$ cat src/rtl/multdiv_ctrl.sv
// Sequencer for the shared multi-cycle multiply/divide datapath: accepts start
// pulses, issues load/step strobes, counts iterations and signals completion.
module multdiv_ctrl #(
  parameter int CNT_W      = 5,
  parameter int MULT_STEPS = 16,
  parameter int DIV_STEPS  = 32
) (
  input  logic             clk,
  input  logic             clr,
  input  logic             ctrl_MULT,
  input  logic             ctrl_DIV,
  input  logic             div_zero,
  output logic             load,
  output logic             step,
  output logic             is_div,
  output logic [CNT_W-1:0] count,
  output logic             busy,
  output logic             data_resultRDY,
  output logic             data_exception
);

  typedef enum logic [1:0] {
    S_IDLE,
    S_LOAD,
    S_RUN,
    S_DONE
  } state_t;

  localparam logic [CNT_W-1:0] MULT_LAST = CNT_W'(MULT_STEPS - 1);
  localparam logic [CNT_W-1:0] DIV_LAST  = CNT_W'(DIV_STEPS - 1);

  state_t           r_state, w_state_nxt;
  logic [CNT_W-1:0] r_count, w_count_nxt;
  logic             r_is_div, w_is_div_nxt;
  logic             r_exc, w_exc_nxt;
  logic             w_start;
  logic             w_start_div;
  logic [CNT_W-1:0] w_last_idx;

  // Multiply wins when both starts arrive together.
  assign w_start     = ctrl_MULT | ctrl_DIV;
  assign w_start_div = ctrl_DIV & ~ctrl_MULT;
  assign w_last_idx  = r_is_div ? DIV_LAST : MULT_LAST;

  always_comb begin
    // NOTE: every target gets a default first so no path leaves it unassigned (no latches).
    w_state_nxt  = r_state;
    w_count_nxt  = r_count;
    w_is_div_nxt = r_is_div;
    w_exc_nxt    = r_exc;
    unique case (r_state)
      S_IDLE, S_DONE: begin
        w_count_nxt = '0;
        if (w_start) begin
          w_state_nxt  = S_LOAD;
          w_is_div_nxt = w_start_div;
          w_exc_nxt    = w_start_div & div_zero;
        end else begin
          w_state_nxt  = S_IDLE;
        end
      end
      // A divide by zero skips the iterations entirely.
      S_LOAD: begin
        w_count_nxt = '0;
        w_state_nxt = r_exc ? S_DONE : S_RUN;
      end
      // count freezes on the last index so DONE reports N-1.
      S_RUN: begin
        if (r_count == w_last_idx) begin
          w_state_nxt = S_DONE;
        end else begin
          w_count_nxt = r_count + 1'b1;
        end
      end
      default: w_state_nxt = S_IDLE;
    endcase
  end

  always_ff @(posedge clk) begin
    // NOTE: sequential state uses non-blocking assignments so all registers update together.
    if (clr) begin
      r_state  <= S_IDLE;
      r_count  <= '0;
      r_is_div <= 1'b0;
      r_exc    <= 1'b0;
    end else begin
      r_state  <= w_state_nxt;
      r_count  <= w_count_nxt;
      r_is_div <= w_is_div_nxt;
      r_exc    <= w_exc_nxt;
    end
  end

  // Outputs decode registered state only; no input reaches them combinationally.
  assign load           = (r_state == S_LOAD);
  assign step           = (r_state == S_RUN);
  assign busy           = (r_state == S_LOAD) || (r_state == S_RUN);
  assign data_resultRDY = (r_state == S_DONE);
  assign data_exception = (r_state == S_DONE) & r_exc;
  assign is_div         = r_is_div;
  assign count          = r_count;

endmodule
$ cat config.mk
export PLATFORM = sky130hd
export DESIGN_NAME = multdiv_ctrl
export DESIGN_NICKNAME = d
export VERILOG_FILES = /design/src/rtl/multdiv_ctrl.sv
export SDC_FILE = /design/constraint.sdc
export NUM_CORES = 1
export LEC_CHECK = 0
export ABC_AREA = 1
export CAP_MARGIN = 25
export CORE_AREA = 2 2 39 41
export CTS_BUF_LIST = sky130_fd_sc_hd__clkbuf_4 sky130_fd_sc_hd__clkbuf_8
export CTS_CLUSTER_DIAMETER = 150
export DETAILED_ROUTE_END_ITERATION = 8
export DIE_AREA = 0 0 41 43
export GPL_TIMING_DRIVEN = 1
export PLACE_DENSITY_LB_ADDON = 0.1
export SLEW_MARGIN = 25
export SYNTH_ARGS = -nofsm -noshare
export SYNTH_HDL_FRONTEND = slang
export SYNTH_SLANG_ARGS = --single-unit
$ cat constraint.sdc
create_clock -name clk -period 2.4 [get_ports clk]
set_input_delay 0.36 -clock clk [delete_from_list [all_inputs] [get_ports clk]]
set_output_delay 0.36 -clock clk [all_outputs]
set_load 0.03 [all_outputs]
==> results_dict.tcl <==
set metrics [dict create \
    firstDrtPassIters 2 \
    swShare_pct 41.5 \
    end_kind "primary output" \
    reg2reg_slack_ps 1110 \
    arrival_ps 1840 \
    min_to "count[4]" \
    use_met3_pct 3.14 \
    gr-total-overflow 0 \
    sequentialPowerShare_pct 31.1 \
    ys_ff_latch 9 \
    antennaDiodeCount 0 \
    combPwrFrac_pct 48.5 \
    avgSynthCellArea_um2 7.59 \
    core_area_um2 1380 \
    die_h_um 43 \
    powerDensity_nw_per_um2 954 \
    met1_usage_pct 17.3 \
    via_per_inst 4.63 \
    post-route-util_pct 48.5 \
    drv_slew 0 \
    dr.first_iter.drc_count 3 \
    grt_max_degree 9 \
    p_int_w 0.000375 \
    syn-cell-area_um2 470 \
    cts_buffers 3 \
    ios 16 \
    crit_fanout 5 \
    clockRootBuffer "clkbuf_4" \
    reg2reg_from "r_state[0]" \
    cts_sinks 9 \
    fin_skew_ps 3.50 \
    n_fill_cell 147 \
    cap_violations 0 \
    synth.distinct_cells 18 \
    min_period_ps 2200 \
    drive_above_1_share_pct 11.1 \
    htree_levels 1 \
    cts-hold-fix-buffers 0 \
    timing.rr.end "r_state[0]" \
    final_nets 91 \
    die_area_um2 1760 \
    dp_hpwl_um 766 \
    fmax_mhz 455 \
    cts_tree "done" \
    grt_usage_pct 14.3 \
    hold_path_class "register to register" \
    syn_to_final_growth_pct 42.6 \
    setup_violations 0 \
    clockPowerShare_pct 20.4 \
    met2_usage_pct 20.3 \
    cp-start-kind "register" \
    fin_crit_sh_pct 91.5 \
    hold_viol_final 0 \
    slew-limit-headroom_pct 79.5 \
    worstHoldPathCells 2 \
    cts_buffer_depth 2 \
    rows 14 \
    vias 449 \
    crit_type "register to primary output" \
    switching_power_w 0.000265 \
    wl_per_cell_um 10.1 \
    status "complete, no violations" \
    io_buffers 15 \
    syn_inst 62 \
    cts_setup_buffers 0 \
    final.setup.tns_ps 0 \
    first_global_vias 390 \
    required_ps 2040 \
    irDropWorstVdd_uv 559 \
    path_clk_slew_ps 70 \
    totalWireLength_um 979 \
    antenna_found_initial 0 \
    globalplace.congestion 0.733 \
    synth_seq_area_share_pct 38.3 \
    route.detailed.drc 0 \
    synth_nets 71 \
    die_w_um 41 \
    clock_latency_ps 260 \
    initial_core_util_pct 34.0 \
    cts_resized 0 \
    ant_nets 0 \
    rsz0062_at_grt "false" \
    busiest_layer "met2" \
    yosys_warnings 0 \
    p_leak_nw 0.290 \
    ff2ff_path_depth 6 \
    tightest_slew_ps 306 \
    hold_start "count[4]" \
    grt_pass1_wl_um 1660 \
]
## area by class of cell
type | count | area, um2 | share of cell area (%)
multi-input cells | 42 | 248 | 36.9
flip-flops and latches | 9 | 180 | 26.9
repair buffers | 15 | 150 | 22.4
inverters | 11 | 42.5 | 6.34
clock buffers | 4 | 30.0 | 4.48
well taps | 16 | 20.0 | 2.99
## critical path: stages, from the launching register on
cell and delay, ps:
dfxtp_1 370, inv_1 70, ha_1 350, inv_1 110
clkdlybuf4s50_1 670
## flip-flops by register name (all words and copies together), names as in the netlist
| name | flops |
|---|---|
| r_exc | 1 |
| r_state | 2 |
| count | 5 |
| is_div | 1 |
## through the flow
step	setup slack [ps]	cells	hold slack, ps	power (W)	area (um2)
floorplan	1060	62	429	0.000409	470
global placement	520	93	471	0.000514	641
detailed placement	486	93	475	0.000513	641
CTS	180	97	485	0.000651	671
global route	127	97	515	0.000688	671
finish	205	97	482	0.000640	671
## power groups by stage
stage,clock [W],sequential [W],combinational [W]
floorplan,0,0.000216,0.000193
global placement,0,0.000200,0.000314
detailed placement,0,0.000203,0.000310
CTS,0.000137,0.000200,0.000315
global route,0.000145,0.000204,0.000338
finish,0.000130,0.000199,0.000311
## routing by layer
layer,wire length (um),share of wire (%)
met4,9,0.92
met1,429,44
met5,0,0
met3,57,5.8
met2,483,49
## cells in the mapped netlist (all sizes together)
cell	count	share of area [%]
nand2	13	13
a211oi	1	1.6
a21boi	1	1.6
a21oi	7	7.4
dfxtp	9	38
xor2	1	1.9
nor2	4	3.7
inv	10	8.0
o21ai	4	4.3
nand3	5	6.4
a31oi	1	1.3
ha	4	11
clkinv	1	1.1
nand4	1	1.3
## placed cells by master (no fill, tap or decap), drive strengths merged
master	netlist	final
clkdlybuf4s50	0	15
ha	4	4
nand3	5	5
clkinv	1	1
xor2	1	1
a31oi	1	1
a21oi	7	7
nand2	13	13
nor2	4	4
a211oi	1	1
o21ai	4	4
clkbuf	0	4
inv	10	10
dfxtp	9	9
a21boi	1	1
nand4	1	1
## kinds of logic (layout without fill, tap and decap cells)
family	after synthesis	in the layout	share of synthesized area, %
DFF	9	9	38.3
xor gates and xnor gates	1	1	1.86
adders and majority gates	4	4	10.6
buffers and inverters	11	30	9.04
AOI/OAI and AO/OA	14	14	16.2
and+or+nand+nor	23	23	23.9
## worst max-delay path by stage
stage	start	end	slack, ps	depth (start not counted)
6_report	r_state[0]	busy	200	4
5_1_grt	r_state[0]	busy	130	4
4_1_cts	r_state[0]	busy	180	4
3_5_place_dp	r_state[0]	busy	490	4
3_3_place_gp	r_state[0]	busy	520	4
2_1_floorplan	count[0]	count[0]	1060	6
Note: power is estimated with default switching activity, not from simulation.
==> edit 1, RTL diff (same flow settings) <==
`DIV_STEPS`: 32 -> 31.
--- a/src/rtl/multdiv_ctrl.sv
+++ b/src/rtl/multdiv_ctrl.sv
@@ -5,3 +5,3 @@
   parameter int MULT_STEPS = 16,
-  parameter int DIV_STEPS  = 32
+  parameter int DIV_STEPS  = 31
 ) (
Function: same outputs for any inputs over 10 cycles, from zero or initial values; that may be too few to reach the edited logic, so the function may still have changed.
==> edit 1 against the unedited design <==
Clock skew is 2.3 ps lower; area after synthesis is 12% higher; die area stayed put; sequential cell count stayed put; wire length is 11% higher; worst setup slack better by 22 ps; power is 1.5% lower; global-route usage is 0.23 points lower; final area is 6.9% higher; final cell count is 11% higher.
==> edit 1: results (changes against the unedited design) <==
.. list-table::
   :header-rows: 1

   * - Metric
     - Value
   * - Status
     - complete, no violations (unchanged)
   * - Power spent charging and discharging nets
     - 0.2697 mW (was 0.2654 mW)
   * - Share of the yosys chip area belonging to registers
     - 34.20% (was 38.30%)
   * - Initial DRC Count
     - 8 (was 3)
   * - Relative slew slack
     - 77.39% (was 79.52%)
   * - Total global routing track utilization
     - 14.10% (was 14.33%)
   * - Number of setup buffers added after CTS
     - 0 (unchanged)
   * - Unique cell type count in the Yosys netlist
     - 19 (was 18)
   * - Net count after synthesis
     - 83 (was 71)
   * - Vias after detailed routing
     - 524 (was 449)
   * - Xor/xnor share of the synthesized area
     - 1.663% (was 1.862%)
   * - Endpoint of the worst hold path
     - r_exc (was count[4])
   * - DR pass1 iterations
     - 4 (was 2)
   * - Worst Min Path Start
     - r_exc (was count[4])
   * - RD Place Congestion
     - 0.6874 (was 0.7328)
   * - Number of global-route vias before repair
     - 432 (was 390)
   * - Clock Tree Root
     - clkbuf_4 (unchanged)
   * - Maximum fanout along the worst path
     - 6 (was 5)
   * - Area share of fa/ha/maj cells after synthesis
     - 9.501% (was 10.64%)
   * - Relative contribution of the clock network to total power
     - 18.4% (was 20.4%)
   * - Global-route wire length before repair
     - 1711 um (was 1656 um)
   * - Peak ir drop on the vdd network
     - 0.0005301 V (was 0.0005585 V)
   * - Top area cells in the synthesized netlist
     - dfxtp_1 (34%), nand2_1 (11%), ha_1 (9.5%), inv_1 (7.8%), nand3_1 (7.6%) (was dfxtp_1 (38%), ha_1 (11%), nand2_1 (8.8%), inv_1 (8.0%), a21oi_1 (7.4%))
   * - Placed cell areas
     - 689.4 um^2 (was 640.6 um^2)
   * - Worst hold slack
     - 487.8 ps (was 481.9 ps)
   * - Largest clock skew in the final design
     - 1.223 ps (was 3.495 ps)
   * - Synth Area in Compound Gates
     - 15.44% (was 16.22%)
   * - Top cell types by occurrence after synthesis
     - nand2_1 (15), inv_1 (11), dfxtp_1 (9) (was nand2_1 (11), inv_1 (10), dfxtp_1 (9))
   * - Combinational power share
     - 49.7% (was 48.5%)
   * - Overall routed net length
     - 1086 um (was 979 um)
   * - Arrival time of the worst setup path
     - 1810 ps (was 1840 ps)
   * - Fraction of layout instances using a drive strength above 1
     - 8.696% (was 11.11%)
   * - Reported leakage power
     - 0.3150 nW (was 0.2895 nW)
   * - Net count, final
     - 102 (was 91)
==> edit 1: metal layers <==
metal	share of wire [%]	track usage, %	routed length [um]
met1	47	18.18	507
met2	47	21.56	510
met3	5.4	1.571	59
met4	0.74	8.000	8
met5	0	0	0
==> edit 1: cell type report <==
class / count / area (um^2)
tap: 16 / 20.02
clock inverter: 1 / 5.005
multi-input combinational: 51 / 290.3
sequential: 9 / 180.2
inverter: 13 / 48.80
clock buffer: 3 / 22.52
fill: 147 / 666.9
timing repair buffer: 15 / 150.1
==> edit 1: per-stage QoR <==
| stage | power [mW] | worst slack (ps) | std cells |
|---|---|---|---|
| after floorplan | 0.4196 | 1071 | 74 |
| after global placement | 0.5191 | 534.5 | 104 |
| after detailed placement | 0.5189 | 508.6 | 104 |
| after CTS | 0.6397 | 207.2 | 108 |
| after global routing | 0.6759 | 121.7 | 108 |
| final | 0.6301 | 226.1 | 108 |
==> edit 2, RTL diff (same flow settings) <==
Made on the original files. Encoding of `state_t`: now Gray code (2 bits for 4 states).
--- a/src/rtl/multdiv_ctrl.sv
+++ b/src/rtl/multdiv_ctrl.sv
@@ -22,6 +22,6 @@
   typedef enum logic [1:0] {
-    S_IDLE,
-    S_LOAD,
-    S_RUN,
-    S_DONE
+    S_IDLE = 2'b00,
+    S_LOAD = 2'b01,
+    S_RUN  = 2'b11,
+    S_DONE = 2'b10
   } state_t;
Function: same outputs for any inputs over 10 cycles, from zero or initial values; not proved beyond that.
==> edit 2 against the unedited design <==
Area after synthesis is 8.5% lower; final area is 6.5% lower; sequential cell count stayed put; non-clock buffer count stayed put; utilization is 3.2 points lower; wire length is 5.0% lower; critical path depth is 1 lower; worst setup slack better by 230 ps; largest cell class unchanged.
Power is not compared: it rests on default switching activity, and its combinational part moved more than twofold at a synthesized area within 25%.
==> edit 2: results (changes against the unedited design) <==
.. list-table::
   :header-rows: 1

   * - Metric
     - Value
   * - Status
     - complete, no violations (unchanged)
   * - Net count, final
     - 83 (was 91)
   * - Amount of wire on met3 after detailed routing
     - 55 um (was 57 um)
   * - Initial DRC Count
     - 11 (was 3)
   * - Half-perimeter wire length of the detailed placement result
     - 676.3 um (was 765.9 um)
   * - Top area cells in the synthesized netlist
     - dfxtp_1 (42%), nand2_1 (8.7%), a21oi_1 (7.0%), inv_1 (6.1%), nand3_1 (4.7%) (was dfxtp_1 (38%), ha_1 (11%), nand2_1 (8.8%), inv_1 (8.0%), a21oi_1 (7.4%))
   * - Worst reg2reg endpoint
     - count[0] (was r_state[0])
   * - Average footprint of a synthesized cell
     - 7.421 um^2 (was 7.588 um^2)
   * - Multi-input gates
     - 39 (was 42)
   * - Clock-cell share of area
     - 4.790% (was 4.478%)
   * - Inverter count
     - 9 (was 11)
   * - Arrival time of the worst setup path
     - 1600 ps (was 1840 ps)
   * - Synth Area in Compound Gates
     - 14.83% (was 16.22%)
   * - Overall routed net length
     - 930 um (was 979 um)
   * - Share of the yosys chip area belonging to registers
     - 41.86% (was 38.30%)
   * - Fraction of area in multi-input gates
     - 33.93% (was 36.94%)
   * - Unique cell type count in the Yosys netlist
     - 21 (was 18)
   * - Routed met2 length
     - 370 um (was 483 um)
   * - Global routing met2 resource utilization
     - 16.25% (was 20.31%)
   * - Reg2Reg Depth
     - 7 (was 6)
   * - DR pass1 iterations
     - 4 (was 2)
   * - Top cell types by occurrence after synthesis
     - nand2_1 (10), dfxtp_1 (9), inv_1 (7) (was nand2_1 (11), inv_1 (10), dfxtp_1 (9))
   * - Non-clk buf share
     - 23.95% (was 22.39%)
   * - Number of global-route vias before repair
     - 387 (was 390)
   * - Met1 layer usage reported by global route
     - 20.39% (was 17.32%)
   * - Maximum fanout along the worst path
     - 7 (was 5)
   * - Worst-margin pin slew
     - 314.0 ps (was 306.2 ps)
   * - Start of the worst register-to-register path
     - count[0] (was r_state[0])
==> edit 2: changes by cell type in the layout (fill, tap and decap cells not counted), moves of 2 or more <==
cell,unedited run,this run
ha_1,4,1
inv_1,10,7
inv_2,0,2
nor2_1,3,5
o21ai_0,4,1
==> edit 2: how the worst min path moves through the flow <==
stage	end	slack, ps	cells past startpoint
after CTS	count[4]	510	2
after global placement	count[4]	490	2
after detailed placement	count[4]	500	2
after floorplan	count[1]	430	1
after global routing	count[4]	550	2
final	count[4]	500	2
==> edit 2: through the flow <==
step	total power [mW]	utilization, %	hold WS (ps)	cell area (um^2)	setup WS, ps
finish	0.3533	45.30	503.7	626.9	435.2
global route	0.3690	45.30	551.2	626.9	328.8
CTS	0.3544	45.30	509.0	626.9	427.0
detailed placement	0.2221	43.13	497.5	596.8	720.6
global placement	0.2226	43.13	494.7	596.8	730.3
floorplan	0.1964	-	429.1	430.4	1066
